**config.mk**
```make
export PLATFORM = sky130hd
export DESIGN_NAME = sid_table_sched
export DESIGN_NICKNAME = d
export VERILOG_FILES = /design/src/rtl/sid_table_sched.sv
export SDC_FILE = /design/constraint.sdc
export NUM_CORES = 1
export LEC_CHECK = 0
export BUFFER_PORTS_ARGS = -buffer_cell sky130_fd_sc_hd__buf_2
export CAP_MARGIN = 5
export CORE_MARGIN = 2
export CORE_UTILIZATION = 47
export CTS_CLUSTER_DIAMETER = 60
export DETAILED_ROUTE_END_ITERATION = 8
export GPL_TIMING_DRIVEN = 1
export PLACE_DENSITY = 0.86
export SLEW_MARGIN = 10
export SYNTH_ARGS = -nofsm -noshare
export SYNTH_HDL_FRONTEND = slang
export SYNTH_SLANG_ARGS = --single-unit
```
**constraint.sdc**
```tcl
create_clock -name clk -period 6.1 [get_ports clk]
set_input_delay 0.61 -clock clk [delete_from_list [all_inputs] [get_ports clk]]
set_output_delay 0.61 -clock clk [all_outputs]
set_load 0.02 [all_outputs]
```
**src/rtl/sid_table_sched.sv**
```systemverilog
// Shares one combined-waveform table among NUM_VOICES oscillators, one lookup sweep per ce_1m.
// Optional SID_TBL_SKIP_EN: skip lookups for voices whose inputs match their last captured snapshot.
module sid_table_sched #(
   parameter int NUM_VOICES = 3,
   parameter int LOOKUP_LAT = 2
) (
   input  logic                      clk,
   input  logic                      reset,
   input  logic                      ce_1m,
   input  logic                      ovr_clr,
   input  logic [NUM_VOICES*12-1:0]  acc_ps,
   input  logic [NUM_VOICES*12-1:0]  acc_t,
   output logic [11:0]               tbl_acc_ps,
   output logic [11:0]               tbl_acc_t,
   input  logic [7:0]                tbl_st,
   input  logic [7:0]                tbl_pt,
   input  logic [7:0]                tbl_ps,
   input  logic [7:0]                tbl_pst,
   output logic [NUM_VOICES*8-1:0]   st_out,
   output logic [NUM_VOICES*8-1:0]   pt_out,
   output logic [NUM_VOICES*8-1:0]   ps_out,
   output logic [NUM_VOICES*8-1:0]   pst_out,
   output logic                      busy,
   output logic                      done,
   output logic                      overrun
);

   localparam int VW = (NUM_VOICES > 1) ? $clog2(NUM_VOICES) : 1;
   localparam int CW = (LOOKUP_LAT > 1) ? $clog2(LOOKUP_LAT) : 1;

   typedef enum logic [2:0] {S_IDLE, S_ISSUE, S_WAIT, S_CAPT, S_DONE} state_t;

   state_t         state, state_nxt;
   logic [VW-1:0]  v;
   logic [CW-1:0]  cnt;
   logic [11:0]    snap_ps [NUM_VOICES];
   logic [11:0]    snap_t  [NUM_VOICES];
   logic           last_v;
   logic           abort;
   logic           skip;

   assign last_v = (v == VW'(NUM_VOICES - 1));
   assign abort  = ce_1m && (state == S_ISSUE || state == S_WAIT || state == S_CAPT);

`ifdef SID_TBL_SKIP_EN
   logic [11:0]           cap_ps [NUM_VOICES];
   logic [11:0]           cap_t  [NUM_VOICES];
   logic [NUM_VOICES-1:0] vld;

   assign skip = vld[v] && (cap_ps[v] == snap_ps[v]) && (cap_t[v] == snap_t[v]);
`else
   assign skip = 1'b0;
`endif

   always_ff @(posedge clk or posedge reset) begin
      if (reset) state <= S_IDLE;
      else       state <= state_nxt;
   end

   // ce_1m restarts from any state; in DONE this is a legal back-to-back sweep
   always_comb begin
      state_nxt = state;
      if (ce_1m) begin
         state_nxt = S_ISSUE;
      end else begin
         unique case (state)
            S_IDLE:  state_nxt = S_IDLE;
            S_ISSUE: state_nxt = skip ? (last_v ? S_DONE : S_ISSUE) : S_WAIT;
            S_WAIT:  state_nxt = (cnt == '0) ? S_CAPT : S_WAIT;
            S_CAPT:  state_nxt = last_v ? S_DONE : S_ISSUE;
            S_DONE:  state_nxt = S_IDLE;
            default: state_nxt = S_IDLE;
         endcase
      end
   end

   always_comb begin
      busy = (state != S_IDLE);
      done = (state == S_DONE);
   end

   always_ff @(posedge clk or posedge reset) begin
      if (reset) begin
         v          <= '0;
         cnt        <= '0;
         tbl_acc_ps <= '0;
         tbl_acc_t  <= '0;
         st_out     <= '0;
         pt_out     <= '0;
         ps_out     <= '0;
         pst_out    <= '0;
         overrun    <= 1'b0;
         for (int unsigned i = 0; i < NUM_VOICES; i++) begin
            snap_ps[i] <= '0;
            snap_t[i]  <= '0;
`ifdef SID_TBL_SKIP_EN
            cap_ps[i]  <= '0;
            cap_t[i]   <= '0;
`endif
         end
`ifdef SID_TBL_SKIP_EN
         vld <= '0;
`endif
      end else begin
         if (abort)        overrun <= 1'b1;
         else if (ovr_clr) overrun <= 1'b0;

         if (ce_1m) begin
            // a capture coinciding with ce_1m is dropped
            v <= '0;
            for (int unsigned i = 0; i < NUM_VOICES; i++) begin
               snap_ps[i] <= acc_ps[12*i +: 12];
               snap_t[i]  <= acc_t[12*i +: 12];
            end
         end else begin
            unique case (state)
               S_ISSUE: begin
                  if (skip) begin
                     if (!last_v) v <= v + 1'b1;
                  end else begin
                     tbl_acc_ps <= snap_ps[v];
                     tbl_acc_t  <= snap_t[v];
                     cnt        <= CW'(LOOKUP_LAT - 1);
                  end
               end
               S_WAIT: begin
                  if (cnt != '0) cnt <= cnt - 1'b1;
               end
               S_CAPT: begin
                  for (int unsigned i = 0; i < NUM_VOICES; i++) begin
                     if (v == VW'(i)) begin
                        st_out[8*i +: 8]  <= tbl_st;
                        pt_out[8*i +: 8]  <= tbl_pt;
                        ps_out[8*i +: 8]  <= tbl_ps;
                        pst_out[8*i +: 8] <= tbl_pst;
`ifdef SID_TBL_SKIP_EN
                        cap_ps[i] <= snap_ps[i];
                        cap_t[i]  <= snap_t[i];
                        vld[i]    <= 1'b1;
`endif
                     end
                  end
                  if (!last_v) v <= v + 1'b1;
               end
               default: ;
            endcase
         end
      end
   end

endmodule

```
* Word-level counts from Yosys, hierarchy flattened
Index checks and enable logic that the tools add are counted.
** Cells by class
- Bitwise logic cells :: 2
- Muxes and demuxes :: 17
- $lt $le $gt $ge :: 1
- Reductions and logical operators :: 14
- Eq/ne operators :: 7
- Add/subtract/negate cells :: 2
** Operator list (count)
- 12-bit binary-select mux with 2-bit select :: 2
- 12-bit two-way mux :: 4
- 3-bit case mux with 3 select lines :: 1
- 3-bit AND reduction :: 3
- 3-bit by 2-bit == test with 1-bit output (second input constant) :: 2
- 2-bit two-way mux :: 3
- 3-bit two-way mux :: 2
- 2-bit AND reduction :: 3
- 2-bit nonzero test :: 3
- 1-bit two-way mux :: 4
- 3-bit by 1-bit == test with 1-bit output (second input constant) :: 1
- 3-bit == test (second input constant) :: 1
- 3-bit greater-or-equal comparator (second input constant) :: 1
- 2-bit inverter with 3-bit output :: 1
- 3-bit nonzero test :: 1
- 2-bit by 1-bit adder with 2-bit output (second input constant) :: 1
- 2-bit by 1-bit == test with 1-bit output (second input constant) :: 1
- 2-bit == test (second input constant) :: 1
- 2-bit zero test :: 1
- 1-bit logical OR :: 2
- 2-bit != test (second input constant) :: 1
- 1-bit case mux with 2 select lines :: 1
- 1-bit logical AND :: 1
- 1-bit inverter :: 1
- 1-bit subtractor (second input constant) :: 1
** Word-level totals
- Logic and storage cells :: 67
- Bits in registers :: 199
- Bits of input ports :: 108
- Output and inout port bits :: 123

* Logic depth before layout (Yosys ltp)
- Depth in word-level cells :: 5
- Depth in mapped cells :: 7
- Gate-level depth less buffers :: 5

* Worst setup path after synthesis
OpenSTA, ideal clock, no wires.
- Kind :: input to register
- From :: in ce_1m
- To :: reg pt_out[23]
- Path buffers :: 2
- Stages on the path :: 5
- Arrival time :: 1.630 ns
- Setup time :: 0.125 ns
- Slack :: 4.345 ns
- Data required time :: 5.975 ns
- Cells stage by stage :: buf_2 -> and4bb_4 -> nand2_4 -> buf_6 -> mux2_4
** On the way
- Word-level cells in the longest chain between the ends :: 2
** Ends and longest elaborated chain
- start: declaration :: RTL line 9 : input logic ce_1m,
- 1-bit inverter (no source line)
- 3-bit AND reduction (no source line)
- end signal: indexed assignment :: RTL line 133 : pt_out[8*i +: 8] <= tbl_pt;
- end: declaration :: RTL line 20 : output logic [NUM_VOICES*8-1:0] pt_out,
Every way passes these cells.
A chain may end at the register's enable or synchronous reset.

* Worst setup path after layout
- From :: in ce_1m
- To :: reg pt_out[12]
Same word-level chain as after synthesis.

==> metrics.md <==
| Metric | Value |
|---|---|
| Sw Ratio | `0.332` |
| CTS max path bufs | `2` |
| Part of the power in the clock network | `0.260` |
| Top-level I/O count | `231` |
| Initial antenna violation count | `1` |
| Synth cell types | `25` |
| Maximum vdd drop | `218 uV` |
| Sequential cell area | `4980 um^2` |
| Placeable core area | `16600 um^2` |
| DRC violations left | `0` |
| Initial Util | `0.483` |
| Slew Viols, Final | `0` |
| Worst r2r src | `v[1]` |
| Clk_skew | `just over 0.01 ns` |
| Top cell type's share of synthesized area | `0.620` |
| Warnings from Yosys | `0` |
| Static Leak | `around 4.9 nW` |
| Gate Count Post-Synth | `554` |
| Pwr dens | `419 nW/um^2` |
| R2R depth | `4` |
| IO buf count | `230` |
| Hold buffer count at cts | `0` |
| Clock sinks | `199` |
| Max-cap violation count | `0` |
| Overall power | `4.13 mW` |
| Sequential-to-total area share from yosys stat | `0.620` |
| Post-route minimum period | `2.24 ns` |
| Hold slack | `0.360 ns` |
| Clock root cell | `clkbuf_16` |
| Core Rows | `47` |
| Final Cell Area | `roughly 10000 um^2` |
| Post-DRT Antenna Nets | `0` |
| Synthesized Nets | `665` |
| Vias/cell | `5.15` |
| Reg-to-Reg End | `st_out[18]` |
| CTS tree | `yes` |
| Max Fclk | `447 MHz` |
| Total congestion overflow | `0` |
| CP max stage cell | `buf_4` |
| Latest clock arrival within the worst-skew pair | `0.42 ns` |
| Met2 WL | `8.29 mm` |
| PostCTS Resize Cnt | `0` |
| Die Ht | `between 100 and 150 um` |
| DR vias | `5184` |
| First-pass GRT wire length | `~27 mm` |
| Core Util, Final | `0.593` |
| Area after DPL | `9300 um^2` |
| Status | `completed` |
| Final nets | `884` |
| Most common cell in the synthesized netlist | `dfrtp_1` |
| Comb power frac | `0.295` |
| Seq cells post-synth | `just under 200` |
| Max layer used | `met4` |
| Crit path capture type | `flop` |
| Metal-1 WL | `7.36 mm` |
| Layout cells sized above 1 | `0.586` |
| Final wirelength | `17.0 mm` |
| Die area | `18200 um^2` |
| CP peak stage delay | `0.73 ns` |
| Setup crit start kind | `primary input` |
| Critical path class | `primary input to flop` |
| Synth cell count leaders | `dfrtp_1, mux2_2, nand2_1` |
| DP HPWL | `11.6 mm` |
| Tightest Pin Transition | `1.08 ns` |
| Post-Syn Area per Cell | `14.5 um^2` |
| Multi-input logic area | `~2800 um^2` |
| Synth Flop Type | `dfrtp_1` |
| Routability cong. | `0.778` |
| Setup crit end | `pt_out[12]` |
| Total GRT Usage | `0.192` |
| Min-Delay Path Class | `primary input to async pin` |
| Internal Dissipation | `2.76 mW` |
| Pre-Repair DR Iteration Count | `4` |
| RSZ-0062 raised after global routing | `no` |
| Area Growth Syn to Fin | `22.8%` |
| Crit path DAT | `2.54 ns` |
| Routed met3 length | `798 um` |
| Clock-pin slew of the registers on the worst-case setup and hold paths | `0.07 ns` |
| 1st-iter DRT viols | `295` |
| Post-synth EDFFs | `0` |
| Sequential power share | `0.445` |
| Crit path cell chain | `buf_4, and4bb_4, nand2_4, mux2_2` |
| CTS buffer count | `17` |
| FF-to-FF setup slack | `3.93 ns` |
| Critical path origin | `ce_1m` |
| Synth Cell Area | `8040 um^2` |
| WL/cell | `16.9 um` |
| Ranking of synthesized cells by area | `dfrtp_1, mux2_2, nand2_1, a31oi_1, buf_6` |
| Vias in the first global route | `5402` |
| Leading area contributor after synthesis | `dfrtp_1` |
| Final Hold Vio Count | `0` |
| Fillcell total | `1330` |
| CTS H-tree depth | `4` |
| Max-slew headroom | `0.274` |
| Pin count of the biggest net entering global routing | `130` |
| Async SR Flop Fraction | `1.00` |
| Die width | `135 um` |
| Setup-failing EPs final | `0` |
| Setup TNS | `0 ns` |
| Crit-path max FO | `80` |
| P_sw | `1.37 mW` |
| # Post-CTS Setup Buffers | `0` |
| Period utilisation layout | `0.367` |
| Worst EP required | `6.40 ns` |
routing by layer:
layer	vias to the layer above	global-route usage
met2	162	0.317
met3	38	0.0484
met4	0	0.0807
met5	-	0
met1	2614	0.243
li1	2370	-
through the flow:
| step | setup slack (ns) | instances |
|---|---|---|
| after floorplan | 0.0643 | 554 |
| after global placement | 3.42 | 974 |
| after detailed placement | 3.41 | 974 |
| after CTS | 3.87 | 1005 |
| after global routing | 3.79 | 1006 |
| final | 3.86 | 1006 |
cells by family after synthesis:
kind of cell | after synthesis | share of synthesized area
DFF | 199 | 0.620
AOI/OAI and AO/OA | 28 | 0.0223
and+or+nand+nor | 87 | 0.0484
xor gates and xnor gates | 2 | 0.00218
buffers and inverters | 41 | 0.0296
muxes | 194 | 0.273
adders and majority gates | 3 | 0.00467
placed cells by master (no fill, tap or decap):
cell type  netlist  layout
diode_2          0       1
mux2_1           5       5
inv_1            7       6
mux2i_1          1       1
nand3_1          1       1
inv_2            1       1
clkbuf_1        11       1
o21ai_0          1       1
nand2_4          3       3
clkbuf_16        0      17
a31oi_1         24      24
nor2_1          27      27
and4bb_2         1       1
clkinv_4         0       2
and4bb_4         1       1
o32ai_1          1       1
xnor2_1          2       2
mux2_4           3       3
o31ai_1          2       2
inv_6            0       3
nand2_1         49      49
buf_4            0       4
bufinv_16        0       1
nor4b_4          0       1
dfrtp_1        199     199
mux2_2         185     185
nor3_1           3       3
buf_2           13     229
clkbuf_8         0       3
inv_8            0       1
ha_1             3       3
clkinv_2         0       4
nor2b_2          0       1
sequential cells by signal, summed over array words and instances, names as in the netlist:
name	flops
state	3
snap_t	36
pt_out	24
pst_out	24
snap_ps	36
st_out	24
tbl_acc_ps	12
ps_out	24
cnt	1
v	2
overrun	1
tbl_acc_t	12
worst min-delay path by stage:
stage | depth (start not counted) | start | slack (ns) | endpoint
floorplan | 2 | cnt | 0.47 | cnt
global placement | 1 | st_out[14] | 0.47 | st_out[14]
detailed placement | 1 | st_out[13] | 0.48 | st_out[13]
CTS | 2 | ovr_clr | 0.36 | overrun
global route | 2 | ovr_clr | 0.36 | overrun
finish | 2 | reset | 0.36 | ps_out[6]
power groups by stage:
stage                     combinational (mW)  sequential (mW)  clock (mW)
after global placement                  1.20             1.84           0
after detailed placement                1.23             1.86           0
final                                   1.22             1.84        1.08
after CTS                               1.23             1.84        1.10
after floorplan                        0.430             2.20           0
after global routing                    1.30             1.88        1.15
layout make-up:
| class | count | share of cell area |
|---|---|---|
| Antenna cell | 1 | 0.000254 |
| Sequential cell | 199 | 0.505 |
| Clock inverter | 10 | 0.00951 |
| Clock buffer | 21 | 0.0477 |
| Tap cell | 220 | 0.0279 |
| Timing Repair Buffer | 233 | 0.119 |
| Inverter | 8 | 0.00381 |
| Multi-Input combinational cell | 314 | 0.287 |
worst max-delay path, delay by kind of cell:
family | cells | cell delay [ns]
buf+inv | 1 | 0.73
mux | 1 | 0.40
simple gates | 2 | 0.73
Power figures use the tool's default switching activity.
